===== config.mk =====
export PLATFORM = sky130hd
export DESIGN_NAME = vga_timing_gen_flat
export DESIGN_NICKNAME = d
export VERILOG_FILES = /design/src/rtl/vga_timing_gen_if.sv /design/src/rtl/vga_timing_gen.sv /design/src/flat_wrapper.sv
export SDC_FILE = /design/constraint.sdc
export NUM_CORES = 1
export LEC_CHECK = 0
export BUFFER_PORTS_ARGS = -buffer_cell sky130_fd_sc_hd__buf_2
export CORE_ASPECT_RATIO = 1.1
export CORE_UTILIZATION = 55
export CTS_CLUSTER_DIAMETER = 100
export DETAILED_ROUTE_END_ITERATION = 12
export PLACE_DENSITY = 0.77
export SLEW_MARGIN = 10
export SYNTH_ARGS = -nofsm -noshare
export SYNTH_HDL_FRONTEND = slang
export SYNTH_SLANG_ARGS = --single-unit
export TNS_END_PERCENT = 5

===== constraint.sdc =====
create_clock -name clock -period 3.4 [get_ports clock]
set_input_delay 0.85 -clock clock [delete_from_list [all_inputs] [get_ports clock]]
set_output_delay 0.85 -clock clock [all_outputs]
set_load 0.01 [all_outputs]

===== src/rtl/vga_timing_gen_if.sv =====
// rtl/vga_timing_gen_if.sv - raster timing bundle between the timing generator and the renderer
interface vga_timing_gen_if #(
    parameter int X_W = 10,
    parameter int Y_W = 10
);
    logic           enable;
    logic           vga_clk;
    logic           pix_en;
    logic           hsync;
    logic           vsync;
    logic           blank;
    logic [X_W-1:0] pixel_x;
    logic [Y_W-1:0] pixel_y;
    logic           line_start;
    logic           frame_start;
    logic [7:0]     frame_count;

    modport master (
        input  enable,
        output vga_clk, pix_en, hsync, vsync, blank,
        output pixel_x, pixel_y, line_start, frame_start, frame_count
    );

    modport slave (
        output enable,
        input  vga_clk, pix_en, hsync, vsync, blank,
        input  pixel_x, pixel_y, line_start, frame_start, frame_count
    );
endinterface


===== src/rtl/vga_timing_gen.sv =====
// rtl/vga_timing_gen.sv - parametrised VGA raster timing generator
module vga_timing_gen #(
    parameter int H_ACTIVE  = 640,
    parameter int H_FP      = 16,
    parameter int H_SYNC    = 96,
    parameter int H_BP      = 48,
    parameter int V_ACTIVE  = 480,
    parameter int V_FP      = 10,
    parameter int V_SYNC    = 2,
    parameter int V_BP      = 33,
    parameter int CLK_DIV   = 2,
    parameter bit HSYNC_POL = 1'b0,
    parameter bit VSYNC_POL = 1'b0,
    parameter int X_W       = 10,
    parameter int Y_W       = 10
) (
    input  logic            clock,
    input  logic            reset,
    vga_timing_gen_if.master vga
);
    localparam int H_TOTAL  = H_ACTIVE + H_FP + H_SYNC + H_BP;
    localparam int V_TOTAL  = V_ACTIVE + V_FP + V_SYNC + V_BP;
    localparam int HS_START = H_ACTIVE + H_FP;
    localparam int HS_END   = H_ACTIVE + H_FP + H_SYNC;
    localparam int VS_START = V_ACTIVE + V_FP;
    localparam int VS_END   = V_ACTIVE + V_FP + V_SYNC;
    localparam int DIV_W    = (CLK_DIV > 2) ? $clog2(CLK_DIV) : 1;

    localparam logic [DIV_W-1:0] DIV_LAST = DIV_W'(CLK_DIV - 1);
    localparam logic [DIV_W-1:0] DIV_HALF = DIV_W'(CLK_DIV / 2);
    localparam logic [X_W-1:0]   H_LAST   = X_W'(H_TOTAL - 1);
    localparam logic [Y_W-1:0]   V_LAST   = Y_W'(V_TOTAL - 1);

    logic [DIV_W-1:0] div_cnt;
    logic [DIV_W-1:0] div_next;
    logic [X_W-1:0]   h_cnt;
    logic [X_W-1:0]   h_next;
    logic [Y_W-1:0]   v_cnt;
    logic [Y_W-1:0]   v_next;
    logic [7:0]       frame_cnt;
    logic             tick;
    logic             h_wrap;
    logic             frame_wrap;
    int               h_next_i;
    int               v_next_i;

    // Next-state of the divider and raster counters; outputs decode these post-update values
    always_comb begin
        tick       = 1'b0;
        div_next   = div_cnt;
        h_wrap     = (h_cnt == H_LAST);
        h_next     = h_cnt;
        v_next     = v_cnt;
        frame_wrap = 1'b0;
        if (vga.enable) begin
            tick     = (div_cnt == DIV_LAST);
            div_next = tick ? '0 : div_cnt + 1'b1;
        end
        if (h_wrap) begin
            h_next = '0;
            if (v_cnt == V_LAST) begin
                v_next     = '0;
                frame_wrap = 1'b1;
            end else begin
                v_next = v_cnt + 1'b1;
            end
        end else begin
            h_next = h_cnt + 1'b1;
        end
        h_next_i = int'(h_next);
        v_next_i = int'(v_next);
    end

    // Divider and raster counters; the raster only moves on a pixel tick
    always_ff @(posedge clock or posedge reset) begin
        if (reset) begin
            div_cnt   <= '0;
            h_cnt     <= '0;
            v_cnt     <= '0;
            frame_cnt <= '0;
        end else begin
            div_cnt <= div_next;
            if (tick) begin
                h_cnt <= h_next;
                v_cnt <= v_next;
                if (frame_wrap) begin
                    frame_cnt <= frame_cnt + 8'd1;
                end
            end
        end
    end

    // Registered sync/blank/strobe outputs, updated alongside the counters they describe
    always_ff @(posedge clock or posedge reset) begin
        if (reset) begin
            vga.vga_clk     <= 1'b0;
            vga.pix_en      <= 1'b0;
            vga.hsync       <= ~HSYNC_POL;
            vga.vsync       <= ~VSYNC_POL;
            vga.blank       <= 1'b1;
            vga.line_start  <= 1'b0;
            vga.frame_start <= 1'b0;
        end else begin
            vga.pix_en      <= tick;
            vga.line_start  <= tick && (h_next == '0);
            vga.frame_start <= tick && (h_next == '0) && (v_next == '0);
            if (vga.enable) begin
                vga.vga_clk <= (div_next >= DIV_HALF);
            end
            if (tick) begin
                vga.blank <= !((h_next_i < H_ACTIVE) && (v_next_i < V_ACTIVE));
                vga.hsync <= ((h_next_i >= HS_START) && (h_next_i < HS_END)) ? HSYNC_POL : ~HSYNC_POL;
                vga.vsync <= ((v_next_i >= VS_START) && (v_next_i < VS_END)) ? VSYNC_POL : ~VSYNC_POL;
            end
        end
    end

    assign vga.pixel_x     = h_cnt;
    assign vga.pixel_y     = v_cnt;
    assign vga.frame_count = frame_cnt;
endmodule

===== src/flat_wrapper.sv =====
// flat-port wrapper written by rule: the top's interface ports become plain ports
module vga_timing_gen_flat 
#(
    parameter int H_ACTIVE  = 640,
    parameter int H_FP      = 16,
    parameter int H_SYNC    = 96,
    parameter int H_BP      = 48,
    parameter int V_ACTIVE  = 480,
    parameter int V_FP      = 10,
    parameter int V_SYNC    = 2,
    parameter int V_BP      = 33,
    parameter int CLK_DIV   = 2,
    parameter bit HSYNC_POL = 1'b0,
    parameter bit VSYNC_POL = 1'b0,
    parameter int X_W       = 10,
    parameter int Y_W       = 10
)
  (clock, reset, vga_enable, vga_vga_clk, vga_pix_en, vga_hsync, vga_vsync, vga_blank, vga_pixel_x, vga_pixel_y, vga_line_start, vga_frame_start, vga_frame_count);
  vga_timing_gen_if #(.X_W(X_W), .Y_W(Y_W)) vga_i ();
  input  logic clock;
  input  logic reset;
  input wire logic [$bits(vga_i.enable)-1:0] vga_enable;
  output wire logic [$bits(vga_i.vga_clk)-1:0] vga_vga_clk;
  output wire logic [$bits(vga_i.pix_en)-1:0] vga_pix_en;
  output wire logic [$bits(vga_i.hsync)-1:0] vga_hsync;
  output wire logic [$bits(vga_i.vsync)-1:0] vga_vsync;
  output wire logic [$bits(vga_i.blank)-1:0] vga_blank;
  output wire logic [$bits(vga_i.pixel_x)-1:0] vga_pixel_x;
  output wire logic [$bits(vga_i.pixel_y)-1:0] vga_pixel_y;
  output wire logic [$bits(vga_i.line_start)-1:0] vga_line_start;
  output wire logic [$bits(vga_i.frame_start)-1:0] vga_frame_start;
  output wire logic [$bits(vga_i.frame_count)-1:0] vga_frame_count;
  assign vga_i.enable = vga_enable;
  assign vga_vga_clk = vga_i.vga_clk;
  assign vga_pix_en = vga_i.pix_en;
  assign vga_hsync = vga_i.hsync;
  assign vga_vsync = vga_i.vsync;
  assign vga_blank = vga_i.blank;
  assign vga_pixel_x = vga_i.pixel_x;
  assign vga_pixel_y = vga_i.pixel_y;
  assign vga_line_start = vga_i.line_start;
  assign vga_frame_start = vga_i.frame_start;
  assign vga_frame_count = vga_i.frame_count;
  vga_timing_gen #(.H_ACTIVE(H_ACTIVE), .H_FP(H_FP), .H_SYNC(H_SYNC), .H_BP(H_BP), .V_ACTIVE(V_ACTIVE), .V_FP(V_FP), .V_SYNC(V_SYNC), .V_BP(V_BP), .CLK_DIV(CLK_DIV), .HSYNC_POL(HSYNC_POL), .VSYNC_POL(VSYNC_POL), .X_W(X_W), .Y_W(Y_W)) u_core (.clock(clock), .reset(reset), .vga(vga_i));
endmodule

==> results.json <==
{
  "status": "finished clean",
  "synth_seq_area_share": 0.438,
  "multi_input_area_sq_um": 1050,
  "dp_cells": 295,
  "end_kind": "register",
  "core-area_sq_um": 3470,
  "clk_pin_slew_worst_paths_ns": 0.12,
  "crit_type": "reg2reg",
  "ant_nets": 0,
  "setup_viol": 0,
  "r2r_cells": 7,
  "setup_ws_ns": 0.715,
  "post_dp_cell_area_sq_um": 2250,
  "synthCells": 222,
  "reg2reg_from": "u_core.vga.pixel_x[1]$_DFFE_PP0P_",
  "cts_sinks": 36,
  "clock_latency_ns": 0.35,
  "yosys-top-cells-area": "dfrtp_1, o21ai_0, xnor2_1",
  "crit_arrival_ns": 2.97,
  "worstSetupStartpointType": "register",
  "root_buffer": "clkbuf_4",
  "ir_drop_mv": 0.427,
  "finalHoldViolations": 0,
  "grt_pass1_vias": 1575,
  "drt_iter0_drc": 159,
  "synth_top_flop_cell": "dfrtp_1",
  "period_minus_slack_ns": 2.68,
  "worstPathMaxFanout": 9,
  "critPathRequiredTime_ns": 3.68,
  "diodes": 0,
  "synth_top_area_frac": 0.400,
  "fin_setup_tns_ns": 0,
  "post-route-period-util": 0.790,
  "firstDrtPassIters": 5,
  "wirelength_microns": 4500,
  "rrSetupSlack_ns": 0.72,
  "post_cts_resize_count": 0,
  "ff_latch_area_sq_um": 905,
  "syn_area_per_cell_sq_um": 9.29,
  "cts_tree": "built",
  "synth_area_sq_um": 2060,
  "routed-via-count": 1819,
  "async_flop_share": 1.00,
  "tightestPinTransition_ns": 0.668,
  "worstHoldEndpoint": "u_core.vga.frame_count[7]$_DFFE_PP0P_",
  "cts_buffer_depth": 2,
  "io_pins": 38,
  "cts_setup_buffers": 0,
  "drive_gt1_frac": 0.239,
  "synth_edf_count": 0,
  "final_area_sq_um": 2320,
  "initial_core_util": 0.595,
  "fmax_mhz": 372,
  "fin_util": 0.668,
  "rows": 22,
  "synth_top_cell_by_area": "dfrtp_1",
  "hp-start": "u_core.vga.frame_count[7]$_DFFE_PP0P_",
  "yosys_register_bits": 36,
  "ys_warn_count": 0,
  "power.density_nw_per_um2": 514,
  "grt_usage": 0.257,
  "gp_congestion": 0.885,
  "ctsHoldBuffers": 0,
  "h-tree-depth": 2,
  "instances_no_fill": 303,
  "dieWidth_microns": 60.4,
  "io_buffer_count": 37,
  "fillers": 295,
  "final_common_cell": "buf_2",
  "leakage_nw": 1.08,
  "syn-num-nets": 230,
  "drcViolationCount": 0,
  "die-area_sq_um": 4000,
  "cts_buffers": 5,
  "final_cell_mix": "buf_2, dfrtp_1, o21ai_0",
  "antenna_found_initial": 0,
  "finalClockSkew_ns": 0.0150,
  "finalNetCount": 262,
  "grt_pass1_wl_microns": 7540,
  "r2r_end": "u_core.vga.vsync$_DFFE_PP1P_",
  "rsz0062_at_grt": "no",
  "wl_per_cell_microns": 14.8,
  "via_per_inst": 6.00,
  "slew_headroom": 0.554,
  "grt-ovfl-total": 0,
  "dp_slack_ns": 0.756,
  "drv_cap": 0,
  "grt_max_degree": 26,
  "hpwl_microns": 3150,
  "die_h_microns": 66.2,
  "min_path_cells": 1,
  "syn2layout_area_growth_pct": 12.2,
  "hold_path.class": "reg2reg",
  "final_max_slew_viol_count": 0,
  "ys_types": 45
}
-- power breakdown --
part / internal [W] / leakage [nW] / switching (W)
clock network: 0.0000813 / 0.0274 / 0.000161
registers: 0.000494 / 0.464 / 0.0000935
logic: 0.000155 / 0.589 / 0.000207
-- synthesized netlist by cell type, drive strengths merged, types with 2 or more instances --
master,n
a21o,2
a21oi,9
a221oi,2
a31oi,2
and3,7
and4,3
buf,7
clkbuf,7
dfrtp,33
dfstp,3
ha,5
inv,10
mux2,4
nand2,17
nand3,16
nand4,8
nor2,12
nor3,9
nor4,5
nor4b,2
o21ai,20
o22ai,2
or3,2
or4,3
xnor2,11
xor2,10
-- flip-flops by register name (all words and copies together) (netlist names) --
register	flops
u_core.vga.pix_en	1
u_core.vga.line_start	1
u_core.vga.vga_clk	1
u_core.vga.pixel_x	10
u_core.vga.blank	1
u_core.vga.pixel_y	10
u_core.vga.vsync	1
u_core.vga.hsync	1
u_core.vga.frame_count	8
u_core.vga.frame_start	1
u_core.div_cnt	1
-- kinds of logic after synthesis --
group	share of synthesized area
simple gates	0.245
compound gates	0.124
flops	0.438
buf+inv	0.0516
xor+xnor	0.0891
fa+ha+maj	0.0303
mux	0.0218
-- metal layers --
| layer | share of wire | vias to the layer above | GRT usage |
|---|---|---|---|
| met1 | 0.48 | 856 | 0.374 |
| met2 | 0.45 | 79 | 0.380 |
| met3 | 0.054 | 13 | 0.0411 |
| met5 | 0 | - | 0 |
| li1 | - | 871 | - |
| met4 | 0.013 | 0 | 0.0959 |
-- worst max path at each step --
stage | startpoint | slack, ns | endpoint
2_1_floorplan | u_core.vga.pixel_x[0]$_DFFE_PP0P_ | 0.84 | u_core.vga.vsync$_DFFE_PP1P_
3_3_place_gp | u_core.vga.pixel_x[5]$_DFFE_PP0P_ | 0.80 | u_core.vga.vsync$_DFFE_PP1P_
3_5_place_dp | u_core.vga.pixel_x[1]$_DFFE_PP0P_ | 0.76 | u_core.vga.vsync$_DFFE_PP1P_
4_1_cts | u_core.vga.pixel_x[5]$_DFFE_PP0P_ | 0.72 | u_core.vga.vsync$_DFFE_PP1P_
5_1_grt | u_core.vga.pixel_x[1]$_DFFE_PP0P_ | 0.54 | u_core.vga.vsync$_DFFE_PP1P_
6_report | u_core.vga.pixel_x[1]$_DFFE_PP0P_ | 0.72 | u_core.vga.vsync$_DFFE_PP1P_
-- critical path: stages (launching register included) --
cell     delay (ns)
dfrtp_1        0.42
ha_1           0.25
and4_1         0.41
nand2_1        0.07
or4_1          0.42
xor2_1         0.17
or4_4          0.55
o32a_1         0.34
-- stage by stage --
step | power, W | hold WS, ns
after floorplan | 0.000844 | 0.459
after global placement | 0.000948 | 0.466
after detailed placement | 0.000955 | 0.458
after CTS | 0.00120 | 0.488
after global routing | 0.00128 | 0.506
final | 0.00119 | 0.490
-- layout make-up --
type / count / area share
clock buffers: 5 / 0.0162
clock inverters: 3 / 0.0103
inverters: 10 / 0.0162
repair buffers: 39 / 0.0864
flip-flops and latches: 36 / 0.391
multi-input cells: 162 / 0.454
well taps: 48 / 0.0259
Note: power is estimated with default switching activity, not from simulation.
